==> src/rtl/fp_helper_unit_if.sv <==
// Start/done handshake and operand/result bus of the fp_helper_unit float helper.
interface fp_helper_unit_if;
  logic        r_i;
  logic [1:0]  op;
  logic [31:0] x;
  logic [31:0] n;
  logic [31:0] res;
  logic        frac;
  logic        err;
  logic        r_o;
  logic        busy;

  modport master (output r_i, op, x, n, input res, frac, err, r_o, busy);
  modport slave  (input r_i, op, x, n, output res, frac, err, r_o, busy);
endinterface

==> src/rtl/fp_helper_unit.sv <==
// Multi-cycle single-precision helper: FRAC test, SQR (x*x), DIV (x/n), truncating by default.
// Define FP_HELPER_ROUND_NEAREST_EN for round-to-nearest-even on SQR/DIV.
module fp_helper_unit (
  input  logic          clk,
  input  logic          reset,
  fp_helper_unit_if.slave bus
);

`ifdef FP_HELPER_ROUND_NEAREST_EN
  localparam logic RNE = 1'b1;
`else
  localparam logic RNE = 1'b0;
`endif

  localparam logic [1:0] OP_SQR = 2'b01;
  localparam logic [1:0] OP_DIV = 2'b10;

  typedef enum logic [2:0] {IDLE, UNPACK, ITER, PACK, DONE} state_t;

  state_t state, state_nxt;
  logic [4:0]  cnt_p1;
  logic [31:0] x_p0, n_p0;
  logic [1:0]  op_p0;
  logic        is_sqr, is_div;
  logic [7:0]  ex, en;
  logic [23:0] mx, mn;
  logic        sign_p1, zero_p1, bad_p1;
  logic signed [9:0] exp_p1;
  logic [47:0] acc_p1, mcand_p1;
  logic [23:0] mplier_p1, dvsr_p1;
  logic [25:0] rem_p1, quo_p1, div_rem;
  logic        div_ge;
  logic        hi, g, s;
  logic [22:0] mant;
  logic signed [9:0] e_n;
  logic [32:0] pk;
  logic [31:0] res_q;
  logic        frac_q, err_q, r_o_c, busy_c;

  function automatic logic frac_of(input logic [30:0] v);
    logic [7:0]  e;
    logic [7:0]  sh;
    logic [22:0] mask;
    e    = v[30:23];
    sh   = 8'd150 - e;
    mask = (23'd1 << sh) - 23'd1;
    if (e == 8'd0)        frac_of = 1'b0;
    else if (e < 8'd127)  frac_of = 1'b1;
    else if (e < 8'd150)  frac_of = |(v[22:0] & mask);
    else if (e < 8'd255)  frac_of = 1'b0;
    else                  frac_of = 1'b1;
  endfunction

  // Returns {err, res}; underflow flushes to +0, overflow (also after rounding) raises err.
  function automatic logic [32:0] round_pack(input logic sign, input logic signed [9:0] e,
                                             input logic [22:0] m, input logic gd, input logic st);
    logic              inc;
    logic [23:0]       sum;
    logic signed [9:0] e_r;
    inc = RNE & gd & (st | m[0]);
    sum = {1'b0, m} + {23'd0, inc};
    e_r = e + $signed({9'd0, sum[23]});
    if (e < 10'sd1)          round_pack = 33'd0;
    else if (e_r > 10'sd254) round_pack = {1'b1, 32'd0};
    else                     round_pack = {1'b0, sign, e_r[7:0], sum[22:0]};
  endfunction

  assign is_sqr = (op_p0 == OP_SQR);
  assign is_div = (op_p0 == OP_DIV);
  assign ex = x_p0[30:23];
  assign en = n_p0[30:23];
  assign mx = (ex == 8'd0) ? 24'd0 : {1'b1, x_p0[22:0]};
  assign mn = (en == 8'd0) ? 24'd0 : {1'b1, n_p0[22:0]};

  always_ff @(posedge clk or negedge reset) begin
    if (!reset) state <= IDLE;
    else        state <= state_nxt;
  end

  always_comb begin
    state_nxt = state;
    case (state)
      IDLE:    if (bus.r_i) state_nxt = UNPACK;
      UNPACK:  state_nxt = (is_sqr || is_div) ? ITER : PACK;
      ITER:    if (cnt_p1 == 5'd0) state_nxt = PACK;
      PACK:    state_nxt = DONE;
      DONE:    state_nxt = IDLE;
      default: state_nxt = IDLE;
    endcase
  end

  always_comb begin
    r_o_c  = (state == DONE);
    busy_c = (state != IDLE);
  end

  always_ff @(posedge clk or negedge reset) begin
    if (!reset)                cnt_p1 <= 5'd0;
    else if (state == UNPACK)  cnt_p1 <= is_div ? 5'd25 : 5'd23;
    else if (state == ITER)    cnt_p1 <= cnt_p1 - 5'd1;
  end

  assign div_ge  = (rem_p1 >= {2'b00, dvsr_p1});
  assign div_rem = div_ge ? (rem_p1 - {2'b00, dvsr_p1}) : rem_p1;

  // Stage p0: operand capture; stage p1: unpack then one multiply/divide step per ITER cycle
  always_ff @(posedge clk) begin
    if (state == IDLE && bus.r_i) begin
      x_p0  <= bus.x;
      n_p0  <= bus.n;
      op_p0 <= bus.op;
    end
    if (state == UNPACK) begin
      sign_p1   <= is_div & (x_p0[31] ^ n_p0[31]);
      exp_p1    <= is_div ? ($signed({2'b00, ex}) - $signed({2'b00, en}) + 10'sd126)
                          : ($signed({2'b00, ex}) + $signed({2'b00, ex}) - 10'sd127);
      zero_p1   <= (ex == 8'd0);
      bad_p1    <= is_div ? (ex == 8'd255 || en == 8'd255 || en == 8'd0) : (ex == 8'd255);
      acc_p1    <= 48'd0;
      mcand_p1  <= {24'd0, mx};
      mplier_p1 <= mx;
      rem_p1    <= {2'b00, mx};
      quo_p1    <= 26'd0;
      dvsr_p1   <= mn;
    end else if (state == ITER) begin
      if (is_sqr) begin
        if (mplier_p1[0]) acc_p1 <= acc_p1 + mcand_p1;
        mcand_p1  <= mcand_p1 << 1;
        mplier_p1 <= mplier_p1 >> 1;
      end else begin
        rem_p1 <= {div_rem[24:0], 1'b0};
        quo_p1 <= {quo_p1[24:0], div_ge};
      end
    end
  end

  // Stage p2: normalize, round and pack
  always_comb begin
    if (is_sqr) begin
      hi   = acc_p1[47];
      mant = hi ? acc_p1[46:24] : acc_p1[45:23];
      g    = hi ? acc_p1[23] : acc_p1[22];
      s    = hi ? (|acc_p1[22:0]) : (|acc_p1[21:0]);
    end else begin
      hi   = quo_p1[25];
      mant = hi ? quo_p1[24:2] : quo_p1[23:1];
      g    = hi ? quo_p1[1] : quo_p1[0];
      s    = hi ? (quo_p1[0] | (|rem_p1)) : (|rem_p1);
    end
    e_n = exp_p1 + $signed({9'd0, hi});
    if (bad_p1)       pk = {1'b1, 32'd0};
    else if (zero_p1) pk = 33'd0;
    else              pk = round_pack(sign_p1, e_n, mant, g, s);
  end

  always_ff @(posedge clk or negedge reset) begin
    if (!reset) begin
      res_q  <= 32'd0;
      frac_q <= 1'b0;
      err_q  <= 1'b0;
    end else if (state == PACK) begin
      if (is_sqr || is_div) begin
        res_q  <= pk[31:0];
        err_q  <= pk[32];
        frac_q <= 1'b0;
      end else begin
        res_q  <= 32'd0;
        err_q  <= 1'b0;
        frac_q <= frac_of(n_p0[30:0]);
      end
    end
  end

  assign bus.res  = res_q;
  assign bus.frac = frac_q;
  assign bus.err  = err_q;
  assign bus.r_o  = r_o_c;
  assign bus.busy = busy_c;

endmodule

==> src/flat_wrapper.sv <==
// flat-port wrapper written by rule: the top's interface ports become plain ports
module fp_helper_unit_flat 
  (clk, reset, bus_r_i, bus_op, bus_x, bus_n, bus_res, bus_frac, bus_err, bus_r_o, bus_busy);
  fp_helper_unit_if bus_i ();
  input  logic clk;
  input  logic reset;
  input wire logic [$bits(bus_i.r_i)-1:0] bus_r_i;
  input wire logic [$bits(bus_i.op)-1:0] bus_op;
  input wire logic [$bits(bus_i.x)-1:0] bus_x;
  input wire logic [$bits(bus_i.n)-1:0] bus_n;
  output wire logic [$bits(bus_i.res)-1:0] bus_res;
  output wire logic [$bits(bus_i.frac)-1:0] bus_frac;
  output wire logic [$bits(bus_i.err)-1:0] bus_err;
  output wire logic [$bits(bus_i.r_o)-1:0] bus_r_o;
  output wire logic [$bits(bus_i.busy)-1:0] bus_busy;
  assign bus_i.r_i = bus_r_i;
  assign bus_i.op = bus_op;
  assign bus_i.x = bus_x;
  assign bus_i.n = bus_n;
  assign bus_res = bus_i.res;
  assign bus_frac = bus_i.frac;
  assign bus_err = bus_i.err;
  assign bus_r_o = bus_i.r_o;
  assign bus_busy = bus_i.busy;
  fp_helper_unit u_core (.clk(clk), .reset(reset), .bus(bus_i));
endmodule
==> config.mk <==
export PLATFORM = sky130hd
export DESIGN_NAME = fp_helper_unit_flat
export DESIGN_NICKNAME = d
export VERILOG_FILES = /design/src/rtl/fp_helper_unit_if.sv /design/src/rtl/fp_helper_unit.sv /design/src/flat_wrapper.sv
export SDC_FILE = /design/constraint.sdc
export NUM_CORES = 1
export LEC_CHECK = 0
export CAP_MARGIN = 20
export CORE_ASPECT_RATIO = 0.9
export CORE_MARGIN = 5
export CORE_UTILIZATION = 30
export CTS_BUF_LIST = sky130_fd_sc_hd__clkbuf_2 sky130_fd_sc_hd__clkbuf_4 sky130_fd_sc_hd__clkbuf_8
export DETAILED_ROUTE_END_ITERATION = 10
export GPL_TIMING_DRIVEN = 0
export HOLD_SLACK_MARGIN = 0.06
export PLACE_DENSITY = 0.54
export SKIP_LAST_GASP = 1
export SYNTH_ARGS = -nofsm -noshare
export SYNTH_HDL_FRONTEND = slang
export SYNTH_SLANG_ARGS = --single-unit
==> constraint.sdc <==
create_clock -name clk -period 5.8 [get_ports clk]
set_input_delay 0.58 -clock clk [delete_from_list [all_inputs] [get_ports clk]]
set_output_delay 0.58 -clock clk [all_outputs]
set_load 0.02 [all_outputs]
==> results.txt <==
- The flow ran to the end, and the final reports show no timing, DRC or antenna violations.
* EDFF count, synth: 175
- Port buffering added 104 buffers.
- Type of the most critical hold path: primary input to asynchronous set/reset pin
* Mapped Avg Cell Area: 9.49 µm²
- Worst setup path startpoint: u_core.acc_p1[47]$_SDFFE_PP0P_
* Antenna violations before repair: 0
- Placement-stage worst setup slack: 1.34 ns
- Start of the worst register-to-register path: u_core.acc_p1[47]$_SDFFE_PP0P_
- For this block, the via count after detailed routing is 14,300.
- Setup TNS Final: 0 ns
- Number of hold-slack violations in the final timing report: 0
* Non-filler instance count after layout: 2,870
- Worst hold slack: 0.336 ns
* Data required time at the worst endpoint: between 6 and 7 ns
- Setup violations remaining at the end of the flow were counted as 0.
- Remaining antenna violation count after routing: 0
- The most used flip-flop cell after synthesis is edfxtp_1.
* Clock tree skew after final layout: 0.0439 ns
* Slew at the pin with the worst max-slew slack: 0.895 ns
- Reg2reg path depth: 14
- Layout cell share with drive strength beyond 1: 7.54%
- In the post-route analysis, the smallest setup slack over all paths is 1.33 ns.
* Maximum number of pins on one net before global-route repair: 38
* Syn Std Cell Area: 17,800 µm²
- TritonCTS clock tree: built
* Clock latency at the later pin of the worst-skew pair: between 0.6 and 0.7 ns
- After filler insertion, the fill cell instance count of the layout stands at 5,973.
- Summed over all layers, the global routing overflow is 0.
* Final WL: just under 50 mm
- Die outline area: about 64,000 µm²
- 105 I/O pins were placed.
- After floorplanning, the core was divided into 84 placement rows.
- Post-synthesis async set-or-reset flop share: 13.2%
- Starting Density: between 30 and 40%
- Once detailed placement completed, the half-perimeter wirelength came to 37.3 mm.
* Count of state elements after synthesis: 317
* Leakage: between 0.008 and 0.009 µW
* Layout overhead on the synthesized area: 18.3%
- Sequential area share after synthesis: between 40 and 50%
- Most used cells in the layout excluding fill and tap cells: nand2_1, edfxtp_1, a21oi_1
- The share of synthesized area in the top cell type comes to 29.5%.
* Power density over the cells: 478 nW/µm²
- Headroom to the max-slew limit came out at 39.9%.
* Routability Congestion: 0.888
- H-Tree Depth: 2
- Measured on the finished design, the core utilization comes to about 36%.
- In this run, the number of DRC markers left after iteration 0 of detailed routing was 1,162.
- From left edge to right edge, the die measures 267 µm.
- Count of cell types in the netlist: 99
* Wire length per cell after detailed routing: 17.1 µm
- Worst reg2reg setup slack: 1.33 ns
- The first global-routing pass estimated 77.8 mm of wire.
- In this run the vertical extent of the chip is 241 µm.
- The worst-case IR drop observed on VDD is 0.229 mV.
- Pre-antenna DRT Iters: 5
- Summing all flip-flop and latch instances after layout gives 8310 µm².
* Clock slew at the register clock pins of the worst setup and hold paths: about 0.060 ns
- Vias in the first global route: 14,100
- Based on the critical path, the design can be clocked at up to 0.224 GHz.
- Critical path fanouts, max: 10
- The final critical path takes up 77.0% of the cycle.
* Count of final max-slew check failures: 0
* Endpoint of the most critical register-to-register path: u_core.bus.res[9]$_DFFE_PN0P_
- After technology mapping, the gate count stands at 1,879.
- Area taken by multi-input logic gates: around 9000 µm²
- Shortest period the worst path allows: 4.47 ns
- Crit path arrival time: ~5.0 ns
* Ant diodes: 0
- Of all cell types, the one taking the most synthesized area is edfxtp_1.
- Max Buffers Root-to-Sink: 3
- Clock net sink count: 317
- CP Capture Type: flip-flop
* Post-Syn Nets: 2,045
- Total CTS buffers: 57
- Max-cap violations in this run came to 0.
- Setup repair after global routing left no endpoint under its margin.
* Leading cell type in the layout, fill and taps excluded: nand2_1
- Clock tree synthesis selected as its root buffer the cell clkbuf_8.
* DRC violations left: 0
* Leading post-synthesis cells by cell area: edfxtp_1, dfxtp_1, nand2_1
- The floorplan step defined a core boundary enclosing around 59,000 µm².
* GRT Total Usage: between 10% and 20%
- Number of resized instances in the post-cts repair step: 0
* Vias per cell: 4.99
* Number of warnings issued by yosys: 0
* Startpoint type of the worst setup path: flip-flop
* Number of instances in the placed design: 2,762
- Final net count: 2,215
- Critical path type: flip-flop to flip-flop
sequential cells by signal (all words and copies together) (netlist names), 2 cells and up:
signal            count
u_core.rem_p1        26
u_core.acc_p1        48
u_core.mcand_p1      48
u_core.n_p0          32
u_core.quo_p1        26
u_core.x_p0          32
u_core.cnt_p1         5
u_core.mplier_p1     24
u_core.exp_p1        10
u_core.bus.res       32
u_core.dvsr_p1       24
u_core.op_p0          2
u_core.state          3
cell usage after synthesis, drive strengths merged, types with 4 or more instances:
master and n:
o21a 16, a31oi 23, xor2 28, and3b 4
or4 6, a32oi 5, mux2i 58, nand2b 9
a311oi 4, nor4b 4, nor2 77, xnor2 38
a31o 5, a22o 13, a211oi 10, or2 5
o22ai 4, nor4 12, o21bai 9, a221o 4
inv 78, and3 18, clkbuf 69, edfxtp 175
nor2b 13, nand4 19, a221oi 4, a32o 23
nor3 28, o31ai 7, nor3b 7, o211ai 6
a21oi 158, ha 94, and2 30, or3 12
a21boi 8, o21ai 94, nand2 356, buf 26
a21o 48, dfxtp 100, dfrtp 42, nand3 84
critical path, cell delays in order, from the launching register on:
cell	delay, ns
dfxtp_1	0.31
clkbuf_1	0.48
buf_1	0.52
mux2_2	0.30
ha_1	0.25
ha_1	0.23
nand3_1	0.10
xor2_1	0.27
nor4_1	0.08
o21a_1	0.18
o2bb2ai_1	0.19
nand3_1	0.23
a21oi_2	0.56
clkbuf_1	0.45
a32o_1	0.24
power by group:
part           total [µW]  switching (µW)  internal, µW  leakage, µW
Combinational        4360            2670          1700      0.00486
Clock                2070             960          1110     0.000587
Sequential           3640             412          3230      0.00301
what timing repair did:
| action | 4_1_cts | 5_1_grt |
|---|---|---|
| hold endpoints to repair | 42 | 0 |
| setup buffers | 0 | 0 |
| hold buffers | 1 | 0 |
worst max-delay path by stage:
stage	to	slack [ns]	cells after the start
2_1_floorplan	u_core.n_p0[0]$_DFFE_PP_	1.54	3
3_3_place_gp	u_core.n_p0[2]$_DFFE_PP_	-0.09	3
3_5_place_dp	u_core.bus.res[12]$_DFFE_PN0P_	1.34	14
4_1_cts	u_core.bus.res[12]$_DFFE_PN0P_	1.29	14
5_1_grt	u_core.bus.res[11]$_DFFE_PN0P_	0.93	14
6_report	u_core.bus.res[9]$_DFFE_PN0P_	1.33	14
routing by layer:
metal	global-route usage, %	share of wire, %
met2	24.4	46
met5	0	0
met1	20.6	47
met4	4.59	2.5
met3	2.37	4.5
stage by stage:
stage	instance area (µm²)	power, µW
2_1_floorplan	17800	6690
4_1_cts	21100	10100
6_report	21100	10100
5_1_grt	21100	10900
3_5_place_dp	19900	8010
3_3_place_gp	19800	7910
logic make-up after synthesis:
group | after synthesis | synth area share, %
mux | 61 | 3.45
fa+ha+maj | 97 | 6.93
buf+inv | 174 | 4.00
compound gates | 474 | 17.7
flops | 317 | 46.6
simple gates | 690 | 17.9
xor+xnor | 66 | 3.35
final cells by class:
cell class	instances	share of cell area [%]
Clock buffer	78	4.53
Clock inverter	28	0.753
Multi-Input combinational cell	1388	41.8
Buffer	95	1.98
Tap cell	774	4.59
Sequential cell	317	39.4
Timing Repair Buffer	111	5.56
Inverter	79	1.41
No activity file was read; power rests on OpenSTA's default activity.
